$ cat config.mk
export PLATFORM = sky130hd
export DESIGN_NAME = bus_conv_48_to_16
export DESIGN_NICKNAME = d
export VERILOG_FILES = /design/src/rtl/bus_conv_pkg.sv /design/src/rtl/sync_fifo.sv /design/src/rtl/bus_conv_48_to_16.sv
export SDC_FILE = /design/constraint.sdc
export NUM_CORES = 1
export LEC_CHECK = 0
export ABC_CLOCK_PERIOD_IN_PS = 7550
export CORE_MARGIN = 2
export CORE_UTILIZATION = 62
export CTS_BUF_LIST = sky130_fd_sc_hd__clkbuf_8 sky130_fd_sc_hd__clkbuf_16
export DETAILED_ROUTE_END_ITERATION = 8
export GPL_TIMING_DRIVEN = 0
export PLACE_DENSITY = 0.88
export SYNTH_ARGS = -nofsm -noshare
export SYNTH_HDL_FRONTEND = slang
export SYNTH_SLANG_ARGS = --single-unit
$ cat constraint.sdc
create_clock -name clk -period 7.55 [get_ports clk]
set_clock_uncertainty 0.05 [all_clocks]
set_input_delay 1.1325 -clock clk [delete_from_list [all_inputs] [get_ports clk]]
set_output_delay 1.1325 -clock clk [all_outputs]
set_load 0.01 [all_outputs]
$ cat src/rtl/bus_conv_pkg.sv
// Shared definitions for the 16<->48 bus converters: lane geometry,
// buffered word layout and the mty decode.
package bus_conv_pkg;

    localparam int unsigned LANE_W  = 16;
    localparam int unsigned LANES   = 3;
    localparam int unsigned WORD_W  = LANE_W * LANES;
    localparam int unsigned MTY_W   = 3;
    localparam int unsigned ENTRY_W = WORD_W + MTY_W + 2;
    localparam int unsigned CNT_W   = 2;

    // Bit positions of a buffered word: {sop, eop, mty, data}
    localparam int unsigned SOP_BIT = 52;
    localparam int unsigned EOP_BIT = 51;
    localparam int unsigned MTY_HI  = 50;
    localparam int unsigned MTY_LO  = 48;

    typedef struct packed {
        logic               sop;
        logic               eop;
        logic [MTY_W-1:0]   mty;
        logic [WORD_W-1:0]  data;
    } entry_t;

    // Index of the last valid lane in a word; mty[0] carries no meaning and
    // mty=6/7 collapses to a single lane.
    function automatic logic [CNT_W-1:0] last_lane(input logic eop,
                                                    input logic [MTY_W-1:0] mty);
        logic [CNT_W-1:0] idx;
        idx = CNT_W'(LANES - 1);
        if (eop) begin
            casez (mty)
                3'b00?:  idx = 2'd2;
                3'b01?:  idx = 2'd1;
                default: idx = 2'd0;
            endcase
        end
        return idx;
    endfunction

    // Lane 0 sits in the most significant 16 bits.
    function automatic logic [LANE_W-1:0] lane_sel(input logic [WORD_W-1:0] data,
                                                   input logic [CNT_W-1:0] idx);
        logic [LANE_W-1:0] lane;
        case (idx)
            2'd0:    lane = data[47:32];
            2'd1:    lane = data[31:16];
            default: lane = data[15:0];
        endcase
        return lane;
    endfunction

endpackage

$ cat src/rtl/sync_fifo.sv
// Single-clock show-ahead FIFO: rdata always presents the oldest entry.
module sync_fifo #(
    parameter int unsigned DATA_W = 53,
    parameter int unsigned DEPT   = 4,
    parameter int unsigned DEPT_W = 2
) (
    input  logic              clk,
    input  logic              rst_n,
    input  logic              wr,
    input  logic [DATA_W-1:0] wdata,
    input  logic              rd,
    output logic [DATA_W-1:0] rdata,
    output logic              full,
    output logic              empty,
    output logic [DEPT_W:0]   usedw
);

    logic [DATA_W-1:0] mem [DEPT];
    logic [DEPT_W-1:0] wr_ptr;
    logic [DEPT_W-1:0] rd_ptr;
    logic [DEPT_W:0]   count;
    logic              do_wr;
    logic              do_rd;

    assign do_wr = wr && !full;
    assign do_rd = rd && !empty;

    // Pointer and occupancy bookkeeping
    always_ff @(posedge clk) begin
        if (!rst_n) begin
            wr_ptr <= '0;
            rd_ptr <= '0;
            count  <= '0;
        end else begin
            if (do_wr) wr_ptr <= wr_ptr + DEPT_W'(1);
            if (do_rd) rd_ptr <= rd_ptr + DEPT_W'(1);
            case ({do_wr, do_rd})
                2'b10:   count <= count + (DEPT_W+1)'(1);
                2'b01:   count <= count - (DEPT_W+1)'(1);
                default: count <= count;
            endcase
        end
    end

    // Storage array, no reset needed since occupancy gates every read
    always_ff @(posedge clk) begin
        if (do_wr) mem[wr_ptr] <= wdata;
    end

    assign rdata = mem[rd_ptr];
    assign full  = (count == (DEPT_W+1)'(DEPT));
    assign empty = (count == '0);
    assign usedw = count;

endmodule

$ cat src/rtl/bus_conv_48_to_16.sv
// Re-serialises framed 48-bit packet words into a 16-bit pixel stream,
// filtering framing errors on the way in and trimming the eop word by mty.
module bus_conv_48_to_16
    import bus_conv_pkg::*;
#(
    parameter int unsigned DEPT   = 4,
    parameter int unsigned DEPT_W = 2
) (
    input  logic              clk,
    input  logic              rst_n,
    input  logic [WORD_W-1:0] din,
    input  logic              din_vld,
    input  logic              din_sop,
    input  logic              din_eop,
    input  logic [MTY_W-1:0]  din_mty,
    output logic              din_rdy,
    output logic [LANE_W-1:0] dout,
    output logic              dout_vld,
    output logic              dout_sop,
    output logic              dout_eop,
    input  logic              dout_rdy,
    output logic              err
);

    logic [ENTRY_W-1:0] wdata;
    logic [ENTRY_W-1:0] fifo_rdata;
    logic               fifo_full;
    logic               fifo_empty;
    logic [DEPT_W:0]    usedw;
    logic [DEPT_W:0]    usedw_nxt;
    entry_t             head;

    logic               in_pkt;
    logic               in_pkt_nxt;
    logic               err_nxt;
    logic               accept;
    logic               push;
    logic               wr_en;

    logic [CNT_W-1:0]   cnt;
    logic [CNT_W-1:0]   cnt_nxt;
    logic [CNT_W-1:0]   last;
    logic               at_last;
    logic               load;
    logic               pop;
    logic [LANE_W-1:0]  dout_nxt;
    logic               vld_nxt;
    logic               sop_nxt;
    logic               eop_nxt;
    logic               rdy_nxt;

    assign accept = din_vld && din_rdy;
    assign wr_en  = push && !fifo_full;
    assign head   = entry_t'(fifo_rdata);

    // Pack the incoming word with its framing into the buffer layout
    always_comb begin
        wdata                 = '0;
        wdata[SOP_BIT]        = din_sop;
        wdata[EOP_BIT]        = din_eop;
        wdata[MTY_HI:MTY_LO]  = din_mty;
        wdata[WORD_W-1:0]     = din;
    end

    // Framing filter: decide whether an accepted word is stored and flag errors
    always_comb begin
        push       = 1'b0;
        in_pkt_nxt = in_pkt;
        err_nxt    = 1'b0;
        if (accept) begin
            if (din_sop) begin
                push       = 1'b1;
                err_nxt    = in_pkt;
                in_pkt_nxt = !din_eop;
            end else if (!in_pkt) begin
                err_nxt    = 1'b1;
            end else begin
                push       = 1'b1;
                if (din_eop) in_pkt_nxt = 1'b0;
            end
            if (push && din_eop && (din_mty[2:1] == 2'b11)) err_nxt = 1'b1;
        end
    end

    sync_fifo #(
        .DATA_W (ENTRY_W),
        .DEPT   (DEPT),
        .DEPT_W (DEPT_W)
    ) u_fifo (
        .clk   (clk),
        .rst_n (rst_n),
        .wr    (wr_en),
        .wdata (wdata),
        .rd    (pop),
        .rdata (fifo_rdata),
        .full  (fifo_full),
        .empty (fifo_empty),
        .usedw (usedw)
    );

    assign last    = last_lane(head.eop, head.mty);
    assign at_last = (cnt >= last);
    assign load    = !dout_vld || dout_rdy;

    // Lane walker: load the next pixel whenever the output slot is free
    always_comb begin
        pop      = 1'b0;
        cnt_nxt  = cnt;
        dout_nxt = dout;
        vld_nxt  = dout_vld;
        sop_nxt  = dout_sop;
        eop_nxt  = dout_eop;
        if (load) begin
            if (!fifo_empty) begin
                dout_nxt = lane_sel(head.data, cnt);
                vld_nxt  = 1'b1;
                sop_nxt  = head.sop && (cnt == '0);
                eop_nxt  = head.eop && at_last;
                if (at_last) begin
                    pop     = 1'b1;
                    cnt_nxt = '0;
                end else begin
                    cnt_nxt = cnt + CNT_W'(1);
                end
            end else begin
                vld_nxt = 1'b0;
            end
        end
    end

    // Ready for the next cycle follows the occupancy after this cycle's push/pop
    always_comb begin
        usedw_nxt = usedw + (DEPT_W+1)'(wr_en) - (DEPT_W+1)'(pop);
        rdy_nxt   = (usedw_nxt != (DEPT_W+1)'(DEPT));
    end

    // Registered state and outputs
    always_ff @(posedge clk) begin
        if (!rst_n) begin
            in_pkt   <= 1'b0;
            err      <= 1'b0;
            cnt      <= '0;
            dout     <= '0;
            dout_vld <= 1'b0;
            dout_sop <= 1'b0;
            dout_eop <= 1'b0;
            din_rdy  <= 1'b0;
        end else begin
            in_pkt   <= in_pkt_nxt;
            err      <= err_nxt;
            cnt      <= cnt_nxt;
            dout     <= dout_nxt;
            dout_vld <= vld_nxt;
            dout_sop <= sop_nxt;
            dout_eop <= eop_nxt;
            din_rdy  <= rdy_nxt;
        end
    end

endmodule

* Yosys cells after proc, flatten, opt, wreduce, memory -nomap -nowiden *
Memories as Yosys holds them, arrays and structs flattened. A register that Yosys moved wholly into a read port is not among the register bits.
Index checks and enable logic that the tools add are counted.

storage, ports and cells
  register bits after elaboration = 31
  bits in latches = 0
  memory bits (writable) = 212
  bits in read-only memories = 0
  bits of input ports = 57
  output and inout bits = 21
  word-level logic and storage cells = 70
  memories = 1

cells by class
  $add $sub $neg = 7
  multipliers = 0
  div/mod/pow operators = 0
  magnitude comparators = 1
  equal/unequal tests = 7
  shift-type cells = 0
  muxes and demuxes = 23
  bitwise logic cells = 1
  reduce and logical (&&, ||, !) cells = 19

memory list
  name        words  width  rd ports  clocked after Yosys merged registers in  wr ports  line             text
  u_fifo.mem  4      53     1         1                                        1         sync_fifo.sv:18  logic [DATA_W-1:0] mem [DEPT];

operator list
  operator                                                             number
  16-bit one-hot mux with 2 select lines                               1
  1-bit 2-to-1 mux                                                     16
  1-bit logical AND                                                    8
  2-bit 2-to-1 mux                                                     4
  2-bit by 1-bit adder with 2-bit output (second input constant)       3
  2-bit by 1-bit == test with 1-bit output (second input constant)     3
  3-bit one-hot mux with 2 select lines                                1
  2-bit == test (second input constant)                                2
  1-bit logical NOT                                                    4
  2-bit logical NOT                                                    2
  2-bit one-hot mux with 2 select lines                                1
  2-bit AND reduction                                                  2
  3-bit by 1-bit adder with 3-bit output                               1
  3-bit by 1-bit adder with 3-bit output (second input constant)       1
  3-bit == test (second input constant)                                1
  3-bit logical NOT                                                    1
  3-bit inequality test (second input constant)                        1
  3-bit by 1-bit subtractor with 3-bit output                          1
  3-bit by 1-bit subtractor with 3-bit output (second input constant)  1
  2-bit greater-or-equal comparator                                    1
  2-bit nonzero test                                                   1
  1-bit logical OR                                                     1
  1-bit NOT                                                            1

* Logic depth before layout (Yosys ltp) *
Gate-level depths: netlist of run 1.

  depth after elaboration = 10
  mapped depth = 15
  depth with buffers taken out = 13

* Modules after synthesis *
Synthesis of run 1 repeated with hierarchy kept, for this count alone.

second synthesis, totals
  cells, all modules = 469
  area, all modules = 9586.7 um^2

by module, submodules not included
  module             times used  cells an instance  area an instance (um^2)  sequential area each (um^2)
  sync_fifo          1           331                8194.1                   6546.3
  bus_conv_48_to_16  1           138                1392.6                   480.5

* Least setup slack after synthesis of run 1 *
No wires, ideal clock.

  path kind = flip-flop to flip-flop
  start = reg with a tool-made name
  end = reg din_rdy
  setup time = 0.132 ns
  arrival time = 3.458 ns
  required time = 7.368 ns
  path slack = 3.910 ns
  cell stages (with the launch flop) = 16
  buffers on the path = 2
  period minus slack after synthesis = 3.640 ns
  cell sequence = dfxtp_1 > buf_4 > buf_4 > mux4_2 > and3b_1 > ha_1 > nand2b_1 > a21oi_1 > nor2_2 > ha_1 > inv_1 > ha_1 > fa_1 > xor2_1 > xnor2_1 > a21oi_1

RTL lines
  element               line                      text
  end signal, assigned  bus_conv_48_to_16.sv:156  din_rdy <= rdy_nxt;
  end, declared         bus_conv_48_to_16.sv:16   output logic din_rdy,

==> key figures, run 1 <==
Run status
  • Outcome: finished clean

Global routing
  • Gr usage total: between 20% and 30%
  • First-pass GRT wire length: about 30000 um
  • Gr ovfl total: 0
  • Initial antenna violation count: 0
  • Met3 global-route usage: 3.61%
  • GRT met1 Usage: between 30% and 40%
  • Vias in the first global route: 5415
  • GRT Max-Usage Layer: met2
  • Pin count of the biggest net entering global routing: 53
  • Met2 usage: between 40% and 50%

Route
  • DRT Pass-1 Iters: 8
  • Via/cell ratio: ~6.4
  • ANT nets after route: 0
  • DR DRC count: 0
  • Iter 0 DRT Violations: roughly 670
  • Post-DR wirelength/cell: roughly 25 um
  • Routed wire length: 20000 um
  • Vias after detailed routing: 5190

Floorplan
  • Num ports: 78
  • Core Region: 0.0145 mm^2
  • Die Wd: between 100 and 150 um
  • Die area: 0.0159 mm^2
  • Rows: between 40 and 50
  • Initial core utilization: between 60% and 70%
  • Die Ht: 126 um

Clocking
  • Hold Buf Count CTS: 0
  • CTS tree: built
  • Clock Path Buffers: 3
  • # clock sinks: 241
  • CTS H-tree lvls: 1
  • Clk_lat worst skew: 0.51 ns
  • Post-CTS sizing: 0
  • CTS clk-pin slew, worst paths: roughly 0.060 ns
  • Clk root buf: clkbuf_16
  • Total CTS buffers: 23
  • Setup Buffers After CTS: 0

Setup path
  • WP data required: ~8 ns
  • Critical path endpoint category: register
  • Crit-path slowest cell: clkbuf_1
  • Most Frequent Cell on Critical Path: ha_1
  • CP Launch Type: register
  • Arrival time of the worst setup path: roughly 4.6 ns
  • Crit-path cells: clkbuf_1, clkbuf_1, mux4_2, and3b_1, ha_1, nand2b_1, a21oi_1, nor2_2, ha_1, inv_1, ha_1, fa_1, xor2_1, xnor2_1, a21oi_1
  • Slowest cell delay on critical path: between 0.6 and 0.7 ns
  • Maximum fanout along the worst path: 10
  • Kind of critical path: reg -> reg

Synthesis
  • Share of Yosys cell area claimed by the top area cell type: 67.7%
  • Async S/R FF share, synth: 0%
  • Largest cells by area after synthesis: edfxtp_1, mux4_2, dfxtp_1, mux2i_1, a21oi_1
  • Leading area contributor after synthesis: edfxtp_1
  • Most common cell in the netlist: edfxtp_1
  • Ys flop type: edfxtp_1
  • Synthesized area: slightly above 0.009 mm^2
  • Number of flops mapped to enable cells by yosys: around 210
  • Syn nets: approximately 580
  • Per-instance average area after synthesis: approximately 18 um^2
  • Synth Warn #: 0
  • Yosys cell types: 42
  • Synth top cells by count: edfxtp_1, a21oi_1, mux4_2
  • Yosys reg bits: 241
  • Cell count after synthesis: 506
  • Sequential share of the synthesized area: between 70% and 80%

Place
  • Post-placement setup slack: 3.29 ns
  • Dpl hpwl: between 10000 and 15000 um
  • I/O Buffers: between 70 and 80
  • GPL Wtd Cong: slightly below 0.9

Power and ir drop
  • Flop pwr share: 46.1%
  • Internal power: 2.54 mW
  • Leakage: around 3.5 nW
  • Max rail drop VDD: approximately 0.00019 V
  • Clock Power Share: between 20% and 30%
  • Pwr per Cell Area: between 300 and 400 mW/mm^2
  • Switching share of total power: roughly 29%
  • P_sw: about 1 mW
  • Combinational share of power: 24.6%

Timing
  • Total Neg Setup Slack: 0 ns
  • Final Setup Violations: 0
  • Final worst slack: about 3.3 ns
  • Slew Viols, Final: 0
  • Fmax: 234 MHz
  • Fin crit share: 56.7%
  • Worst slew margin: 44.6%
  • Tmin final: roughly 4.3 ns
  • Hold slack: 0.415 ns
  • Final hold vios: 0
  • RSZ-0062 raised after global routing: false
  • Worst Tran Pin Value: approximately 0.83 ns

Finish
  • Ant. Diodes: 0
  • Fin nets: 676
  • Layout cells sized above 1: 14.2%
  • Layout area overhead: 18.1%
  • Reg area: 0.00691 mm^2
  • Fill count: 828
  • Multi-input logic area: between 0.002 and 0.0025 mm^2

Worst hold path
  • HP Start: dout_sop$_SDFFE_PN0P_
  • Hold WC Path Type: reg -> reg

Job
  • Max Cap Viol: 0
-- kinds of logic (layout without fill, tap and decap cells) --
logic type                 Yosys count  in the layout  share of synthesized area, %
AOI/OAI and AO/OA                  100            100                          6.05
DFF                                241            241                          74.9
adders and majority gates           13             13                          1.93
xor gates and xnor gates             6              6                         0.719
buffers and inverters               39            154                          1.93
and+or+nand+nor                     38             38                          2.14
muxes                               69             69                          12.4
-- worst paths after layout --
kind	slack [ns]	cells after the start	end
max	3.27	15	din_rdy$_SDFF_PN0_
min reg2reg	0.42	2	dout_sop$_SDFFE_PN0P_
min	0.42	2	dout_sop$_SDFFE_PN0P_
max reg2reg	3.27	15	din_rdy$_SDFF_PN0_
-- layout make-up --
class	count	area share, %
clock buffers	23	5.28
multi-input cells	226	19.7
well taps	184	2.11
repair buffers	75	6.89
inverters	12	0.413
flip-flops and latches	241	63.4
plain buffers	27	1.22
clock inverters	17	0.942
-- sequential cells by signal, indices dropped and copies added, names as in the netlist, named ones only --
name,cells
u_fifo.rd_ptr,2
cnt,2
in_pkt,1
dout_eop,1
dout_sop,1
dout_vld,1
din_rdy,1
u_fifo.mem,208
u_fifo.wr_ptr,2
u_fifo.usedw,3
err,1
dout,16
-- power groups by stage --
stage / logic (mW) / clock network (mW) / registers, mW
after floorplan: 0.504 / 0 / 1.67
final: 0.875 / 1.04 / 1.64
after detailed placement: 0.843 / 0 / 1.66
after global routing: 0.925 / 1.10 / 1.65
after CTS: 0.867 / 1.05 / 1.64
after global placement: 0.801 / 0 / 1.66
-- per-stage QoR --
step	instances	power, mW	utilization [%]	area (um^2)
global route	805	3.68	75.0	10900
floorplan	506	2.17	-	9230
detailed placement	765	2.51	70.3	10200
CTS	805	3.56	75.0	10900
finish	805	3.56	75.0	10900
global placement	765	2.46	70.2	10200
-- worst max-delay path: cells and delay by family, from the launching register on --
kind / cells / cell delay, ns
buffers and inverters: 3 / 0.83
xor gates and xnor gates: 2 / 0.37
and+or+nand+nor: 3 / 0.53
muxes: 1 / 0.44
AOI/OAI and AO/OA: 2 / 0.48
adders and majority gates: 4 / 1.14
DFF: 1 / 0.31
-- placed cells by master, fill, tap and decap left out, drive strengths merged --
cell type and n:
edfxtp 208, clkdlybuf4s50 75, a21oi 56, clkbuf 38, mux4 36, mux2i 33
dfxtp 33, inv 17, o21ai 17, o22ai 16, nor2 14, buf 12
ha 11, clkinv 11, nand2 6, and2 4, nand3 4, a21o 3
xnor2 3, nor3 3, xor2 2, fa 2, a211oi 2, or4 2
o21a 1, and3b 1, nand2b 1, or3 1, nor4 1, o311ai 1
xnor3 1, a22oi 1, nand4b 1, a31oi 1, a311oi 1, o211ai 1
bufinv 1
-- per-layer routing --
metal / wire (um) / vias to the layer above
met5: 0 / -
met4: 888 / 0
met3: 1510 / 66
met2: 10200 / 319
met1: 7370 / 2593
li1: - / 2212
Power figures use the tool's default switching activity.
==> run 2, diff against run 1 <==
--- a/config.mk
+++ b/config.mk
@@ -5,13 +5,13 @@
 export SDC_FILE = /design/constraint.sdc
 export NUM_CORES = 1
 export LEC_CHECK = 0
-export ABC_CLOCK_PERIOD_IN_PS = 7550
+export ABC_CLOCK_PERIOD_IN_PS = 3950
 export CORE_MARGIN = 2
-export CORE_UTILIZATION = 62
+export CORE_UTILIZATION = 57
 export CTS_BUF_LIST = sky130_fd_sc_hd__clkbuf_8 sky130_fd_sc_hd__clkbuf_16
 export DETAILED_ROUTE_END_ITERATION = 8
 export GPL_TIMING_DRIVEN = 0
-export PLACE_DENSITY = 0.88
+export PLACE_DENSITY = 0.82
 export SYNTH_ARGS = -nofsm -noshare
 export SYNTH_HDL_FRONTEND = slang
 export SYNTH_SLANG_ARGS = --single-unit
==> constraint.sdc (replaced) <==
create_clock -name clk -period 3.95 [get_ports clk]
set_clock_uncertainty 0.05 [all_clocks]
set_input_delay 0.5925 -clock clk [delete_from_list [all_inputs] [get_ports clk]]
set_output_delay 0.5925 -clock clk [all_outputs]
set_load 0.01 [all_outputs]
==> run 2 against run 1 <==
  * Sequential cell count unchanged
  * Power increased by 95%
  * Fmax increased by 11%
  * Sequential share of layout area decreased by 0.85 points
  * Register-to-register slack got worse by 3.2 ns
  * Sequential power increased by 91%
  * Clock power increased by 100%
  * Routed wire length decreased by 5.9%
  * Die area increased by 8.5%
  * Final cell count increased by 4.2%
  * Utilization decreased by 5.2 points
  * Via count decreased by 2.7%
  * Critical path type unchanged
  * Critical endpoint is now u_fifo.usedw[2]$_SDFFE_PN0P_
  * Largest cell class unchanged
  * Largest power group unchanged
==> key figures, run 2 (same netlist as run 1, synthesis figures left out) <==
Finish
  • Post-route cell area: 0.0110 mm^2 (+1.4%)
  • Largest Register: u_fifo.mem
  • Post-Layout Cell Count: 839 (+4.2%)
  • Most common cell after layout, fill and taps aside: edfxtp_1
  • Final core occ: 69.8% (-5.2 points)
  • Layout area overhead: 19.7%
  • Layout cells sized above 1: 14.9% (+0.76 points)
  • Most frequent cells in the layout: edfxtp_1, clkdlybuf4s50_1, a21oi_1
  • Max reg flops: 208 (unchanged)
  • Fin nets: 678 (+0.30%)
  • Ant. Diodes: 0 (unchanged)

Setup path
  • Maximum fanout along the worst path: 10 (unchanged)
  • Kind of critical path: reg -> reg
  • WP data required: 4.32 ns (-3.55 ns)
  • CP Launch Type: register
  • Arrival time of the worst setup path: 4.21 ns (-0.39 ns)
  • Reg2reg setup slack: 0.11 ns (-3.16 ns)
  • Critical path endpoint category: register

Global routing
  • Vias in the first global route: 5229 (-3.4%)
  • Pin count of the biggest net entering global routing: 53 (unchanged)
  • Gr ovfl total: 0 (unchanged)
  • Gr usage total: 21.9% (-3.5 points)
  • Initial antenna violation count: 0 (unchanged)
  • First-pass GRT wire length: 29000 um (-3.8%)

Route
  • Iter 0 DRT Violations: 449 (-33%)
  • Post-DR wirelength/cell: 22.4 um (-9.7%)
  • DRT Pass-1 Iters: 6 (-2)
  • DR DRC count: 0 (unchanged)
  • Via/cell ratio: 6.02 (-6.6%)
  • Routed wire length: 18800 um (-5.9%)
  • Vias after detailed routing: 5050 (-2.7%)
  • ANT nets after route: 0 (unchanged)

Place
  • I/O Buffers: 75 (unchanged)
  • GPL Wtd Cong: 0.822 (-5.0%)
  • DP Cell Count: 797 (+4.2%)
  • Area of placed instances: 0.0103 mm^2 (+0.39%)
  • Dpl hpwl: 11600 um (-3.7%)

Worst hold path
  • Hold WC Path Type: reg -> reg

Power and ir drop
  • Internal power: 5.03 mW (+98%)
  • Clock Power Share: 30.6% (+1.3 points)
  • Pwr per Cell Area: 630 mW/mm^2 (+93%)
  • Max rail drop VDD: 0.000379 V (+96%)
  • Combinational share of power: 24.3% (-0.3 points)
  • Switching share of total power: 27.7% (-1.0 points)
  • Flop pwr share: 45.1% (-1.0 points)
  • P_sw: 1.93 mW (+88%)
  • Tot Pwr: 6.95 mW (+95%)
  • Leakage: 3.52 nW (+1.1%)

Timing
  • Fin crit share: 97.2% (+40 points)
  • Final hold vios: 0 (unchanged)
  • Final Setup Violations: 0 (unchanged)
  • Worst Tran Pin Value: 0.830 ns (-0.00153 ns)
  • Tmin final: 3.84 ns (-0.441 ns)
  • Worst slew margin: 44.7% (+0.10 points)
  • Total Neg Setup Slack: 0 ns (unchanged)
  • Slew Viols, Final: 0 (unchanged)
  • Fmax: 261 MHz (+11%)
  • RSZ-0062 raised after global routing: false

Clocking
  • CTS tree: built
  • Clk_lat worst skew: 0.51 ns (about the same)
  • Clock Path Buffers: 3 (unchanged)
  • Clk root buf: clkbuf_16
  • Total CTS buffers: 23 (unchanged)
  • CTS H-tree lvls: 1 (unchanged)
  • # clock sinks: 241 (unchanged)
  • CTS clk-pin slew, worst paths: 0.06 ns (about the same)
  • Hold Buf Count CTS: 0 (unchanged)

Floorplan
  • Core Region: 0.0158 mm^2 (+8.9%)
  • Die Wd: 131 um (+4.2%)
  • Num ports: 78 (unchanged)
  • Rows: 46 (+4.5%)
  • Initial core utilization: 58.3% (-5.2 points)
  • Die area: 0.0172 mm^2 (+8.5%)
  • Die Ht: 131 um (+4.2%)

Job
  • Max Cap Viol: 0 (unchanged)

Run status
  • Outcome: finished clean
==> run 2: cell types whose count changed in the layout (fill, tap and decap cells not counted) <==
cell       change
nor2_2         -1
a21oi_1        -1
inv_1          -2
nor2_4         +1
buf_2          +1
clkinv_1       +1
buf_12         +2
a21oi_4        +1
clkinv_4       -1
inv_6          +1
bufinv_16      +2
clkbuf_1       -1
clkinv_2       -1
==> run 2: path summary, 6_finish.rpt <==
kind,startpoint,endpoint,cells after the start
worst max-delay path,register,u_fifo.usedw[2]$_SDFFE_PN0P_,13
worst min-delay path,cnt[1]$_SDFFE_PN0P_,cnt[1]$_SDFFE_PN0P_,2
worst max register to register,register,u_fifo.usedw[2]$_SDFFE_PN0P_,13
worst min register to register,cnt[1]$_SDFFE_PN0P_,cnt[1]$_SDFFE_PN0P_,2
==> run 2: metal layers <==
metal	routed length [um]	vias up	track usage, %	part of all wire (%)
li1	-	2226	-	-
met1	7520	2521	29.0	40
met2	9450	259	37.6	50
met3	1350	44	3.47	7.2
met4	495	0	7.00	2.6
met5	0	-	0	0
==> run 2: metrics by stage <==
stage	hold slack [ns]	setup slack (ns)
3_3_place_gp	0.407	-0.736
2_1_floorplan	0.399	0.310
4_1_cts	0.443	0.00612
5_1_grt	0.474	0.00855
3_5_place_dp	0.424	-0.302
6_report	0.450	0.112
==> run 2: final cells by class <==
cell class,count,area (um^2)
Clock buffer,23,576
Inverter,12,45.0
Sequential cell,241,6910
Buffer,27,159
Clock inverter,17,154
Tap cell,216,270
Timing Repair Buffer,77,766
Fill cell,978,4780
Multi-Input combinational cell,226,2170
==> run 2: what timing repair did <==
item | 4_1_cts | 5_1_grt
resized for setup | 4 | 7
setup endpoints to repair | 2 | 2
pin swaps | 0 | 1
buffers inserted | 0 | 2
==> run 2: critical path: stages (launching register included) <==
cell	delay, ns
dfxtp_1	0.37
buf_12	0.17
buf_12	0.16
mux4_2	0.54
and3b_1	0.20
ha_1	0.29
nand2b_1	0.20
a21oi_4	0.23
buf_4	0.14
nor3_1	0.05
fa_1	0.41
or4_4	0.55
a21o_1	0.21
a21oi_2	0.16
==> run 2: power by group through the flow <==
stage	logic (mW)	clock network [mW]	registers, mW
2_1_floorplan	0.963	0	3.19
3_3_place_gp	1.54	0	3.17
3_5_place_dp	1.60	0	3.18
4_1_cts	1.64	2.15	3.13
5_1_grt	1.81	2.24	3.15
6_report	1.69	2.13	3.13
==> run 3, diff against run 2 <==
--- a/config.mk
+++ b/config.mk
@@ -11,6 +11,7 @@
 export CTS_BUF_LIST = sky130_fd_sc_hd__clkbuf_8 sky130_fd_sc_hd__clkbuf_16
 export DETAILED_ROUTE_END_ITERATION = 8
 export GPL_TIMING_DRIVEN = 0
+export MAX_ROUTING_LAYER = met4
 export PLACE_DENSITY = 0.82
 export SYNTH_ARGS = -nofsm -noshare
 export SYNTH_HDL_FRONTEND = slang
==> run 3 against run 2 <==
  * Combinational power is essentially flat
  * Sequential cell count unchanged
  * Worst setup slack got worse by 0.012 ns
  * Global-route usage rose by 0.65 points
  * Critical path depth unchanged
  * Highest routed layer unchanged
  * Clock power hardly changed
==> key figures, run 3 (same netlist as run 1, synthesis figures left out) <==
Route
  • Iter 0 DRT Violations: 479 (+6.7%)
  • DR DRC count: 0 (unchanged)
  • Post-DR wirelength/cell: 22.2 um (-0.85%)
  • Via/cell ratio: 5.99 (-0.48%)
  • Vias after detailed routing: 5026 (-0.48%)
  • DRT Pass-1 Iters: 5 (-1)
  • Routed wire length: 18700 um (-0.85%)
  • ANT nets after route: 0 (unchanged)

Power and ir drop
  • Clock Power Share: 30.6% (about the same)
  • Switching share of total power: 27.6% (-0.10 points)
  • Combinational share of power: 24.3% (about the same)
  • Max rail drop VDD: 0.000382 V (+0.67%)
  • Leakage: 3.52 nW (unchanged)
  • Pwr per Cell Area: 629 mW/mm^2 (-0.14%)
  • Internal power: 5.03 mW (about the same)
  • P_sw: 1.92 mW (-0.51%)
  • Tot Pwr: 6.94 mW (-0.14%)
  • Flop pwr share: 45.1% (about the same)

Setup path
  • RR Endpoint: u_fifo.usedw[2]$_SDFFE_PN0P_
  • Reg2reg setup slack: 0.10 ns (about the same)
  • R2R depth: 13 (unchanged)
  • Arrival time of the worst setup path: 4.22 ns (about the same)
  • Maximum fanout along the worst path: 10 (unchanged)
  • Critical path endpoint category: register
  • WP data required: 4.32 ns (about the same)
  • Kind of critical path: reg -> reg
  • Setup crit end: u_fifo.usedw[2]$_SDFFE_PN0P_
  • CP Launch Type: register

Floorplan
  • Die Wd: 131 um (unchanged)
  • Core Region: 0.0158 mm^2 (unchanged)
  • Rows: 46 (unchanged)
  • Num ports: 78 (unchanged)
  • Initial core utilization: 58.3% (unchanged)
  • Die Ht: 131 um (unchanged)
  • Die area: 0.0172 mm^2 (unchanged)

Worst hold path
  • Hold WC Path Type: reg -> reg

Clocking
  • CTS clk-pin slew, worst paths: 0.06 ns (about the same)
  • Total CTS buffers: 23 (unchanged)
  • Clk root buf: clkbuf_16
  • Clk_lat worst skew: 0.51 ns (about the same)
  • Clock Path Buffers: 3 (unchanged)
  • CTS tree: built
  • Hold Buf Count CTS: 0 (unchanged)
  • CTS H-tree lvls: 1 (unchanged)
  • # clock sinks: 241 (unchanged)

Timing
  • Worst slew margin: 45.1% (+0.41 points)
  • Slew Viols, Final: 0 (unchanged)
  • Tmin final: 3.85 ns (+0.0116 ns)
  • Fin crit share: 97.5% (+0.29 points)
  • Final Setup Violations: 0 (unchanged)
  • RSZ-0062 raised after global routing: false
  • Worst Tran Pin Value: 0.824 ns (-0.00609 ns)
  • Final hold vios: 0 (unchanged)
  • Fmax: 260 MHz (-0.30%)

Global routing
  • Initial antenna violation count: 0 (unchanged)
  • Gr usage total: 22.5% (+0.65 points)
  • First-pass GRT wire length: 29000 um (about the same)
  • Pin count of the biggest net entering global routing: 53 (unchanged)
  • Gr ovfl total: 0 (unchanged)
  • Vias in the first global route: 5231 (+0.038%)

Finish
  • Layout cells sized above 1: 14.9% (unchanged)
  • Post-route cell area: 0.0110 mm^2 (unchanged)
  • Most common cell after layout, fill and taps aside: edfxtp_1
  • Fin nets: 678 (unchanged)
  • Most frequent cells in the layout: edfxtp_1, clkdlybuf4s50_1, a21oi_1
  • Layout area overhead: 19.7% (unchanged)
  • Max reg flops: 208 (unchanged)
  • Fill count: 978 (unchanged)
  • Largest Register: u_fifo.mem
  • Ant. Diodes: 0 (unchanged)

Place
  • I/O Buffers: 75 (unchanged)
  • Dpl hpwl: 11600 um (unchanged)
  • Area of placed instances: 0.0103 mm^2 (unchanged)
  • GPL Wtd Cong: 0.834 (+1.5%)

Job
  • Max Cap Viol: 0 (unchanged)

Run status
  • Outcome: finished clean
[run 3: worst max-delay path, cell delays in order, from the launching register on]
cell,delay (ns)
dfxtp_1,0.37
buf_12,0.17
buf_12,0.16
mux4_2,0.54
and3b_1,0.21
ha_1,0.30
nand2b_1,0.20
a21oi_4,0.23
buf_4,0.14
nor3_1,0.05
fa_1,0.41
or4_4,0.55
a21o_1,0.21
a21oi_2,0.16
[run 3: power by group through the flow]
stage          sequential, mW  combinational (mW)  clock, mW
2_1_floorplan            3.19               0.963          0
3_3_place_gp             3.17                1.54          0
3_5_place_dp             3.18                1.60          0
4_1_cts                  3.13                1.64       2.15
5_1_grt                  3.15                1.81       2.24
6_report                 3.13                1.69       2.12
[run 3: final cells by class]
type | count | area (um^2) | share of cell area, %
buffer | 27 | 159 | 1.44
clock buffer | 23 | 576 | 5.21
clock inverter | 17 | 154 | 1.39
inverter | 12 | 45.0 | 0.408
multi-input combinational | 226 | 2170 | 19.6
sequential | 241 | 6910 | 62.5
tap | 216 | 270 | 2.45
timing repair buffer | 77 | 766 | 6.93
[run 3: timing repair]
item / in CTS / in global routing
endpoints found under the setup margin: 2 / 1
gates resized for setup: 4 / 7
pin swaps: 0 / 1
setup buffers: 0 / 2
[run 3: routing by layer]
| metal | GRT usage [%] | vias up | wire, um |
|---|---|---|---|
| li1 | - | 2223 | - |
| met1 | 29.1 | 2534 | 7540 |
| met2 | 37.6 | 233 | 9460 |
| met3 | 3.36 | 36 | 1210 |
| met4 | 7.00 | 0 | 450 |
| met5 | - | - | 0 |
[run 3: through the flow]
step | hold WS (ns) | setup WS, ns | cells | util, % | TNS [ns]
2_1_floorplan | 0.399 | 0.310 | 506 | - | 0
3_3_place_gp | 0.407 | -0.736 | 797 | 64.7 | -150.38
3_5_place_dp | 0.424 | -0.302 | 797 | 64.8 | -0.476
4_1_cts | 0.443 | 0.00612 | 837 | 69.5 | 0
5_1_grt | 0.474 | 0.00756 | 839 | 69.8 | 0
6_report | 0.449 | 0.101 | 839 | 69.8 | 0
[run 3: worst min-delay path by stage]
| stage | start | end | slack, ns | cells past startpoint |
|---|---|---|---|---|
| global placement | cnt[1]$_SDFFE_PN0P_ | cnt[1]$_SDFFE_PN0P_ | 0.41 | 2 |
| floorplan | cnt[1]$_SDFFE_PN0P_ | cnt[1]$_SDFFE_PN0P_ | 0.40 | 2 |
| global route | dout_vld$_SDFFE_PN0N_ | dout_vld$_SDFFE_PN0N_ | 0.47 | 2 |
| detailed placement | dout_sop$_SDFFE_PN0P_ | dout_sop$_SDFFE_PN0P_ | 0.42 | 2 |
| finish | cnt[1]$_SDFFE_PN0P_ | cnt[1]$_SDFFE_PN0P_ | 0.45 | 2 |
| CTS | cnt[1]$_SDFFE_PN0P_ | cnt[1]$_SDFFE_PN0P_ | 0.44 | 2 |
==> patch 1 (config.mk and constraints of run 3) <==
Make the reset (`rst_n`) asynchronous in 2 clocked blocks.
--- a/src/rtl/sync_fifo.sv
+++ b/src/rtl/sync_fifo.sv
@@ -26,7 +26,7 @@
     assign do_rd = rd && !empty;
 
     // Pointer and occupancy bookkeeping
-    always_ff @(posedge clk) begin
+    always_ff @(posedge clk or negedge rst_n) begin
         if (!rst_n) begin
             wr_ptr <= '0;
             rd_ptr <= '0;
--- a/src/rtl/bus_conv_48_to_16.sv
+++ b/src/rtl/bus_conv_48_to_16.sv
@@ -135,7 +135,7 @@
     end
 
     // Registered state and outputs
-    always_ff @(posedge clk) begin
+    always_ff @(posedge clk or negedge rst_n) begin
         if (!rst_n) begin
             in_pkt   <= 1'b0;
             err      <= 1'b0;
Behaviour: differs if rst_n is asserted again (counterexample within 4 cycles, from zero or initial values and one cycle with rst_n low); with rst_n held inactive, the same outputs for 4 cycles.
==> patch 1 against run 3 <==
  * Non-clock buffer count fell by 4
  * Worst setup slack improved by 0.074 ns
  * Area after synthesis is 0.46% higher
  * Synthesized cell count decreased by 4.5%
  * Count of clock-buffer cells in the layout is 5 higher
  * Wire length shrank 2.3%
  * First-iteration DRC count is 25% lower
  * Sequential cell count fell by 2
  * Global-route usage is 0.18 points lower
  * Final area grew 0.82%
  * Total power rose by 20%
  * Critical path type unchanged
  * Highest routed layer unchanged
==> patch 1: results (changes against run 3) <==
setup_path:
  critical_path.top_delay_family: "adder cells"
  worstSetupEndpoint: "din_rdy$_DFF_PN0_"
  ff2ff_path_depth: 14  # +1
  cp_slowest_cell: "mux4_2"
clocking:
  numCtsBuffers: 24  # +4.3%
  postCtsResizedCells: 0  # -4
place:
  dp_slack_ns: 0.0312  # +0.334 ns
  place_area_um2: 10300  # +0.46%
  place_inst: 775  # -2.8%
  io_buffers: 76  # +1.3%
  gp_congestion: 0.815  # -2.3%
power_and_ir_drop:
  comb_power_share_pct: 31.1  # +6.8 points
  ir_worst_vdd_uv: 393  # +2.9%
  power_mw: 8.33  # +20%
  power.net_switching_mw: 2.49  # +30%
  power_leakage_nw: 3.89  # +10%
grt:
  grtUsageMet2_pct: 37.3  # -0.25 points
  grt_util_met1_pct: 28.7  # -0.36 points
  first_global_vias: 5215  # -0.31%
detailed_routing:
  met1Wirelength_um: 7430  # -1.5%
  met2_length_um: 9440  # -0.15%
  avgRoutedWirePerCell_um: 22.2  # about the same
  wl_um: 18200  # -2.3%
  vias: 4781  # -4.9%
  dr.pass1.iters: 4  # -1
hold_path:
  worstHoldPathType: "in -> async"
logic_synthesis:
  synth.area.top_cells: "edfxtp_1, mux4_2, dfrtp_1"
  synth_fp_nets: 554  # -3.8%
  syn_area_per_cell_um2: 19.2  # +5.2%
final_layout:
  drive_gt1_share_pct: 17.4  # +2.5 points
  fin_nets: 656  # -3.2%
  final.fill_count: 994  # +1.6%
sta:
  layout_setup_ws_ns: 0.175  # +0.0741 ns
status:
  status: "finished, final reports clean"
-- patch 1: layout make-up --
class,instances,area [um2],share of cell area (%)
clock inverter,16,151,1.36
timing repair buffer,76,756,6.79
inverter,12,45.0,0.405
tap,216,270,2.43
buffer,24,166,1.49
sequential,239,7020,63.1
clock buffer,28,667,5.99
multi-input combinational,208,2060,18.5
-- patch 1: kinds of logic (layout without fill, tap and decap cells) --
| group | count (synthesis) | count (layout) | share of synthesized area, % |
|---|---|---|---|
| adder cells (fa/ha/maj) | 14 | 14 | 2.05 |
| flip-flops | 239 | 239 | 75.8 |
| multiplexers | 69 | 69 | 12.3 |
| AND/OR/NAND/NOR | 41 | 41 | 2.16 |
| AO/OA/AOI/OAI | 76 | 76 | 4.66 |
| buffers and inverters | 36 | 156 | 2.28 |
| XOR/XNOR | 8 | 8 | 0.756 |
==> patch 2 (config.mk and constraints of run 3) <==
Made on the original files. `DEPT_W` is set to 2 in 2 places; all go to 4.
--- a/src/rtl/sync_fifo.sv
+++ b/src/rtl/sync_fifo.sv
@@ -2,7 +2,7 @@
 module sync_fifo #(
     parameter int unsigned DATA_W = 53,
     parameter int unsigned DEPT   = 4,
-    parameter int unsigned DEPT_W = 2
+    parameter int unsigned DEPT_W = 4
 ) (
     input  logic              clk,
     input  logic              rst_n,
--- a/src/rtl/bus_conv_48_to_16.sv
+++ b/src/rtl/bus_conv_48_to_16.sv
@@ -4,7 +4,7 @@
     import bus_conv_pkg::*;
 #(
     parameter int unsigned DEPT   = 4,
-    parameter int unsigned DEPT_W = 2
+    parameter int unsigned DEPT_W = 4
 ) (
     input  logic              clk,
     input  logic              rst_n,
Function: changed (a bounded check fails within 10 cycles, from zero or initial values and one cycle with rst_n low).
==> patch 2 against run 3 <==
  * First-iteration DRC count rose by 1.9%
  * Highest routed layer unchanged
  * Global-route usage rose by 0.33 points
  * Via count rose by 4.8%
  * Worst setup slack gained 0.064 ns
  * Critical endpoint is now din_rdy$_SDFF_PN0_
  * Final area rose by 3.1%
  * Sequential cell count up 2
  * Total power up 4.0%
  * Final cell count grew 4.2%
  * Largest power group unchanged
  * Utilization is 0.61 points lower
  * Wire length grew 4.3%
  * Area after synthesis up 3.0%
==> patch 2: results (changes against run 3) <==
setup_path:
  ff2ff_path_depth: 16  # +3
  cp.arrival_ns: 4.13  # -0.09 ns
  reg2reg_slack_ns: 0.16  # +0.06 ns
logic_synthesis:
  synth.area.top_cells: "edfxtp_1, mux4_2, dfxtp_1"
  synth_cell_types: 39  # -7.1%
  synth_top_cells_by_count: "edfxtp_1, a21oi_1, mux2i_1, mux4_2, dfxtp_1"
  synth_fp_nets: 611  # +6.1%
  ys_seq_area_share_pct: 73.1  # -1.7 points
power_and_ir_drop:
  comb_power_share_pct: 25.6  # +1.3 points
  p_clk_mw: 2.25  # +6%
  power_leakage_nw: 3.74  # +6.2%
  swShare_pct: 28.1  # +0.47 points
  clockPowerShare_pct: 31.2  # +0.6 points
clocking:
  numCtsBuffers: 24  # +4.3%
grt:
  grt_first_pass_wirelength_um: 29700  # +2.4%
  first_global_vias: 5459  # +4.4%
status:
  status: "finished, final reports clean"
sta:
  slew_headroom_pct: 43.9  # -1.2 points
detailed_routing:
  via_per_inst: 6.03  # +0.62%
  vias: 5268  # +4.8%
  wl_um: 19500  # +4.3%
  drt_iter0_drc: 488  # +1.9%
place:
  io_buffers: 76  # +1.3%
  dp_hpwl_um: 12100  # +5.0%
  gp_congestion: 0.834  # about the same
==> patch 2: worst max-delay path, cell delays in order (launching register included) <==
cell and delay, ns:
dfxtp_1 0.37, buf_12 0.16, buf_12 0.16, mux4_2 0.53
and3b_1 0.19, ha_1 0.26, nand2b_1 0.20, a21oi_4 0.17
nor2_1 0.08, ha_1 0.28, inv_1 0.04, ha_1 0.20
fa_1 0.41, a21oi_1 0.18, o21bai_1 0.10, xnor2_1 0.19
a31oi_1 0.10
==> patch 2: kinds of logic (layout without fill, tap and decap cells) <==
logic type	after synthesis	in the layout	synth area share, %
AND/OR/NAND/NOR	40	40	2.32
adder cells (fa/ha/maj)	21	21	2.92
buffers and inverters	42	163	2.29
multiplexers	72	72	12.3
flip-flops	243	243	73.1
XOR/XNOR	7	7	0.645
AO/OA/AOI/OAI	108	108	6.37
==> patch 2: worst min path at each step <==
stage / to / startpoint / cells past startpoint / slack (ns)
floorplan: flop / u_fifo.rd_ptr[1]$_SDFFE_PN0P_ / 2 / 0.40
global placement: dout_sop$_SDFFE_PN0P_ / dout_sop$_SDFFE_PN0P_ / 2 / 0.40
detailed placement: dout_sop$_SDFFE_PN0P_ / dout_sop$_SDFFE_PN0P_ / 2 / 0.41
CTS: dout_sop$_SDFFE_PN0P_ / dout_sop$_SDFFE_PN0P_ / 2 / 0.42
global route: dout_sop$_SDFFE_PN0P_ / dout_sop$_SDFFE_PN0P_ / 2 / 0.43
finish: dout_sop$_SDFFE_PN0P_ / dout_sop$_SDFFE_PN0P_ / 2 / 0.42
==> patch 2: cell type report <==
cell class | instances | area [um2]
clock inverter | 15 | 131
buffer | 28 | 186
fill | 1066 | 5080
multi-input combinational | 248 | 2360
clock buffer | 29 | 669
tap | 220 | 275
sequential | 243 | 6950
timing repair buffer | 77 | 768
inverter | 14 | 52.6
==> patch 2: what timing repair did <==
| item | in CTS | in global routing |
|---|---|---|
| setup buffers | 0 | 1 |
| gates cloned | 0 | 0 |
| endpoints found under the setup margin | 3 | 1 |
| pin swaps | 0 | 1 |
| gates resized for setup | 3 | 4 |
==> patch 2: stage by stage <==
stage,util [%],instance area [um2],worst slack (ns)
global route,69.2,11400,0.00536
finish,69.2,11400,0.164
CTS,69.0,11400,0.0205
floorplan,-,9500,0.288
global placement,64.0,10500,-0.713
detailed placement,64.1,10500,-0.230
==> patch 2: routing by layer <==
layer	track usage (%)	wire (um)
met5	-	0
met4	6.50	386
met3	2.93	1220
met2	38.4	9920
met1	29.9	7940
